<file path="src/rtl/approx_add_pipe.sv">
// Two-stage pipelined approximate unsigned adder with a selectable low-part approximation,
// an exact reference sum, and on-chip error statistics gathered on each output handshake.
module approx_add_pipe #(
   parameter int W     = 12,
   parameter int K     = 4,
   parameter int CNT_W = 32,
   parameter int SUM_W = 40
) (
   input  logic             clk,
   input  logic             rst,
   input  logic             in_valid,
   output logic             in_ready,
   input  logic [W-1:0]     in_a,
   input  logic [W-1:0]     in_b,
   input  logic [1:0]       in_mode,
   output logic             out_valid,
   input  logic             out_ready,
   output logic [W:0]       out_sum,
   output logic [W:0]       out_exact,
   output logic [K:0]       out_err,
   input  logic             stat_clr,
   output logic [CNT_W-1:0] stat_samples,
   output logic [CNT_W-1:0] stat_errs,
   output logic [K:0]       stat_max,
   output logic [SUM_W-1:0] stat_sum
);

   logic             v1_q, v1_d;
   logic [W-1:0]     a1_q, a1_d, b1_q, b1_d;
   logic [1:0]       mode1_q, mode1_d;
   logic             v2_q, v2_d;
   logic [W:0]       sum2_q, sum2_d, exact2_q, exact2_d;
   logic [K:0]       err2_q, err2_d;
   logic [CNT_W-1:0] samples_q, samples_d, errs_q, errs_d;
   logic [K:0]       max_q, max_d;
   logic [SUM_W-1:0] esum_q, esum_d;

   logic adv1, adv2, out_hs;

   assign adv2     = !v2_q | out_ready;
   assign adv1     = !v1_q | adv2;
   assign in_ready = adv1;
   assign out_hs   = v2_q & out_ready;

   // Stage 1: capture operands and mode on the input handshake only.
   always_comb begin
      v1_d    = v1_q;
      a1_d    = a1_q;
      b1_d    = b1_q;
      mode1_d = mode1_q;
      if (adv1) begin
         v1_d = in_valid;
         if (in_valid) begin
            a1_d    = in_a;
            b1_d    = in_b;
            mode1_d = in_mode;
         end
      end
   end

   logic [K-1:0] low;
   logic         carry;
   logic [W-K:0] upper;
   logic [W:0]   approx, exact, diff;

   always_comb begin
      low   = '0;
      carry = 1'b0;
      case (mode1_q)
         2'd1: begin
            low        = {K{1'b1}};
            low[K-1]   = a1_q[K-1] ^ b1_q[K-1];
            carry      = a1_q[K-1] & b1_q[K-1];
         end
         2'd2: begin
            low   = a1_q[K-1:0] | b1_q[K-1:0];
            carry = a1_q[K-1] & b1_q[K-1];
         end
         default: ;
      endcase
      upper  = {1'b0, a1_q[W-1:K]} + {1'b0, b1_q[W-1:K]} + {{(W-K){1'b0}}, carry};
      exact  = {1'b0, a1_q} + {1'b0, b1_q};
      approx = (mode1_q == 2'd0) ? exact : {upper, low};
      // Error magnitude always fits in K+1 bits: only the low part is approximated.
      diff   = (approx >= exact) ? (approx - exact) : (exact - approx);
   end

   always_comb begin
      v2_d     = v2_q;
      sum2_d   = sum2_q;
      exact2_d = exact2_q;
      err2_d   = err2_q;
      if (adv2) begin
         v2_d = v1_q;
         if (v1_q) begin
            sum2_d   = approx;
            exact2_d = exact;
            err2_d   = diff[K:0];
         end
      end
   end

   logic [SUM_W:0] esum_ext;
   logic           err_nz;

   always_comb begin
      err_nz    = |err2_q;
      esum_ext  = {1'b0, esum_q} + (SUM_W+1)'(err2_q);
      samples_d = samples_q;
      errs_d    = errs_q;
      max_d     = max_q;
      esum_d    = esum_q;
      if (stat_clr) begin
         // A coinciding handshake seeds the fresh statistics with that sample.
         samples_d = out_hs ? CNT_W'(1) : '0;
         errs_d    = (out_hs && err_nz) ? CNT_W'(1) : '0;
         max_d     = out_hs ? err2_q : '0;
         esum_d    = out_hs ? SUM_W'(err2_q) : '0;
      end else if (out_hs) begin
         samples_d = (samples_q == '1) ? samples_q : samples_q + CNT_W'(1);
         if (err_nz && errs_q != '1)
            errs_d = errs_q + CNT_W'(1);
         max_d     = (err2_q > max_q) ? err2_q : max_q;
         esum_d    = esum_ext[SUM_W] ? '1 : esum_ext[SUM_W-1:0];
      end
   end

   always_ff @(posedge clk or posedge rst) begin
      if (rst) begin
         v1_q      <= 1'b0;
         a1_q      <= '0;
         b1_q      <= '0;
         mode1_q   <= '0;
         v2_q      <= 1'b0;
         sum2_q    <= '0;
         exact2_q  <= '0;
         err2_q    <= '0;
         samples_q <= '0;
         errs_q    <= '0;
         max_q     <= '0;
         esum_q    <= '0;
      end else begin
         v1_q      <= v1_d;
         a1_q      <= a1_d;
         b1_q      <= b1_d;
         mode1_q   <= mode1_d;
         v2_q      <= v2_d;
         sum2_q    <= sum2_d;
         exact2_q  <= exact2_d;
         err2_q    <= err2_d;
         samples_q <= samples_d;
         errs_q    <= errs_d;
         max_q     <= max_d;
         esum_q    <= esum_d;
      end
   end

   assign out_valid    = v2_q;
   assign out_sum      = sum2_q;
   assign out_exact    = exact2_q;
   assign out_err      = err2_q;
   assign stat_samples = samples_q;
   assign stat_errs    = errs_q;
   assign stat_max     = max_q;
   assign stat_sum     = esum_q;

endmodule

</file>
<file path="config.mk">
export PLATFORM = sky130hd
export DESIGN_NAME = approx_add_pipe
export DESIGN_NICKNAME = d
export VERILOG_FILES = /design/src/rtl/approx_add_pipe.sv
export SDC_FILE = /design/constraint.sdc
export NUM_CORES = 1
export LEC_CHECK = 0
export BUFFER_PORTS_ARGS = -buffer_cell sky130_fd_sc_hd__buf_2
export CORE_ASPECT_RATIO = 1.5
export CORE_UTILIZATION = 30
export DETAILED_ROUTE_END_ITERATION = 10
export PLACE_DENSITY = 0.57
export RECOVER_POWER = 100
export SLEW_MARGIN = 15
export SYNTH_ARGS = -nofsm -noshare
export SYNTH_HDL_FRONTEND = slang
export SYNTH_SLANG_ARGS = --single-unit
</file>
<file path="constraint.sdc">
create_clock -name clk -period 8 [get_ports clk]
set_input_delay 0 -clock clk [delete_from_list [all_inputs] [get_ports clk]]
set_output_delay 0 -clock clk [all_outputs]
set_load 0.03 [all_outputs]
</file>
==> flow_summary.ini <==
[power_and_ir_drop]
p_leak_nw = 4.95
seq_power_share_pct = 33.9
switching_share_pct = 39.9
p_total_mw = 3.16
switchingPower_mw = 1.26
irDropWorstVdd_mv = 0.163
pwr-share-comb_pct = 38.5
power.internal_mw = 1.90
p_clk_share_pct = 27.6
power_density_nw_per_um2 = 262

[routing]
drt_wl_total_um = 28800
drc_errors = 26
drtIter0Drc = 468
drtAntennaViolNets = 0
vias_per_cell = 5.20
first_pass_iters = 8
vias = 8959
wl_per_cell_um = 16.7

[timing]
slew-limit-headroom_pct = -126
setup_viol = 0
finClkSkew_ns = 0.0131
hold_viol = 0
fin_crit_sh_pct = 62.8
worst_pin_slew_ns = 3.39
min_period_ns = 5.02
finalSetupTns_ns = 0
rsz0062_at_grt = no
slew_viol_final = 270
max_freq_mhz = 199

[clock_network]
clkSinkCount = 168
cts_tree = built
postCtsHoldBufs = 30
h-tree-depth = 4
cts-resized-gates = 0
cts_setup_buffers = 0
cts_max_path_buffers = 2
clock_latency_ns = 0.45
cts_buffers = 17
clk_pin_slew_ns = 0.07
clock-root-buffer = clkbuf_16

[final_layout]
fillers = 3479
diodes = 0
finish.utilization_pct = 36.2
layout_common_cells = dfrtp_1, clkbuf_1, nor2_1, nand2_1, o21ai_0
fin_area_um2 = 12100
nNetsFinal = 1377
mostFrequentLayoutCell = dfrtp_1
syn2layout_area_growth_pct = 19.0
drive_above_1_share_pct = 8.28

[worst_setup_path]
cp_data_required_time_ns = 7.78
crit_type = primary input to async pin
cp.arrival_ns = 4.80
crit_path_start_kind = primary input
endpoint_kind = async pin
path_max_fanout = 62

[synth]
ys.flop_type = dfrtp_1
synth_cells = 1109
syn_area_um2 = 10100
ys_top_cells_by_area = dfrtp_1, ha_1, mux2_2
ys_types = 77
synth-edff-count = 0
yosysSeqAreaShare_pct = 41.5
yosys.area.top_type = dfrtp_1
synth_seq_cells = 168
synth_warnings = 0
synthArstFlopShare_pct = 100
syn_area_per_cell_um2 = 9.14
syn_nets = 1194
yosysTopAreaCellShare_pct = 41.5

[run_status]
status = complete, but fails checks
violations = design-rule violations, max-capacitance violations, max-slew violations

[flow_run]
cap_violations = 5

[floorplanning]
core_um2 = 33300
start_util_pct = 30.4
pin_count = 173
dieWidth_um = 152
std_cell_rows = 82
die_h_um = 227
fp.dieArea_um2 = 34600

[global_route]
grt_max_degree = 63
grt_usage_pct = 16.8
overflow = 0
antenna_found_initial = 0
grt_pass1_wl_um = 45700
first_global_vias = 8697

[placement]
hpwl_um = 20900
gp_congestion = 0.829
port_buffers = 172
post_dp_cell_area_um2 = 11400

[min_path]
hold_path_class = primary input to flip-flop
==> path summary, 6_finish.rpt <==
kind | from | endpoint | slack [ns] | cells past startpoint
hold / removal | stat_clr | stat_samples[20] | 0.03 | 2
setup reg to reg | out_valid | stat_sum[38] | 3.51 | 6
min in group asynchronous | rst | stat_sum[13] | 0.91 | 3
setup / recovery | rst | stat_sum[10] | 2.98 | 4
hold reg to reg | out_exact[7] | out_exact[7] | 0.48 | 2
max in group clk | out_valid | stat_sum[38] | 3.51 | 6
==> power by group through the flow <==
stage                     combinational, mW  clock (mW)  sequential [mW]
final                                  1.22       0.872             1.07
after global routing                   1.36       0.928             1.09
after CTS                              1.27       0.902             1.07
after detailed placement               1.25           0             1.09
after global placement                 1.24           0             1.09
after floorplan                       0.721           0             1.24
==> cells in the mapped netlist (6+ instances only) <==
master      n
nor3_1     47
or3_1      14
xnor2_1    33
a21oi_1    65
xor2_1     23
nand3_1    58
and4_1     20
clkbuf_1   36
mux2_2     34
fa_1        6
ha_1       48
nand4_1    28
or4_1       9
a31oi_1    11
o21ai_0    62
nor2_1     92
inv_1      58
nand2_1    88
nand2b_1    7
a21o_1     17
o21ai_1    10
nor4_1      9
a211oi_1    8
dfrtp_1   168
and2_1     13
a311oi_1   12
and3_1     22
o21a_1      9
nor2b_1    12
==> through the flow <==
step / hold WS (ns) / setup WS (ns) / cells
2_1_floorplan: 0.108 / 3.45 / 1109
3_3_place_gp: 0.132 / 4.17 / 1663
3_5_place_dp: 0.142 / 4.08 / 1663
4_1_cts: 0.0275 / 4.04 / 1724
5_1_grt: 0.0595 / 1.91 / 1724
6_report: 0.0268 / 2.98 / 1724
==> worst max-delay path, stage by stage <==
cell and delay (ns):
dlygate4sd3_1 0.53, clkbuf_1 0.10, clkinvlp_2 1.62, clkbuf_1 2.51
==> cell families after synthesis <==
family          Yosys count  synth area share [%]
buf+inv                 104                  4.08
compound gates          240                  14.9
fa+ha+maj                54                  7.11
simple gates            447                  23.2
mux                      40                  4.40
flops                   168                  41.5
xor+xnor                 56                  4.84
==> routing by layer <==
layer | vias to the layer above | wire length [um] | track usage, %
li1 | 4363 | - | -
met1 | 4370 | 11700 | 18.6
met2 | 181 | 15100 | 30.6
met3 | 45 | 1080 | 3.24
met4 | 0 | 921 | 8.92
met5 | - | 0 | 0
==> final cells by class <==
cell class	count	area (um^2)	share of cell area (%)
multi-input cells	837	5490	45.5
flip-flops and latches	168	4200	34.9
repair buffers	210	1020	8.47
well taps	420	526	4.36
clock buffers	22	464	3.85
inverters	58	219	1.82
clock inverters	9	141	1.17
==> flip-flops by register name, summed over array words and instances, names as in the netlist <==
name / cells
b1_q: 12
out_valid: 1
out_err: 5
stat_errs: 32
v1_q: 1
stat_max: 5
out_sum: 13
stat_samples: 32
mode1_q: 2
stat_sum: 40
a1_q: 12
out_exact: 13
No activity file was read; power rests on OpenSTA's default activity.
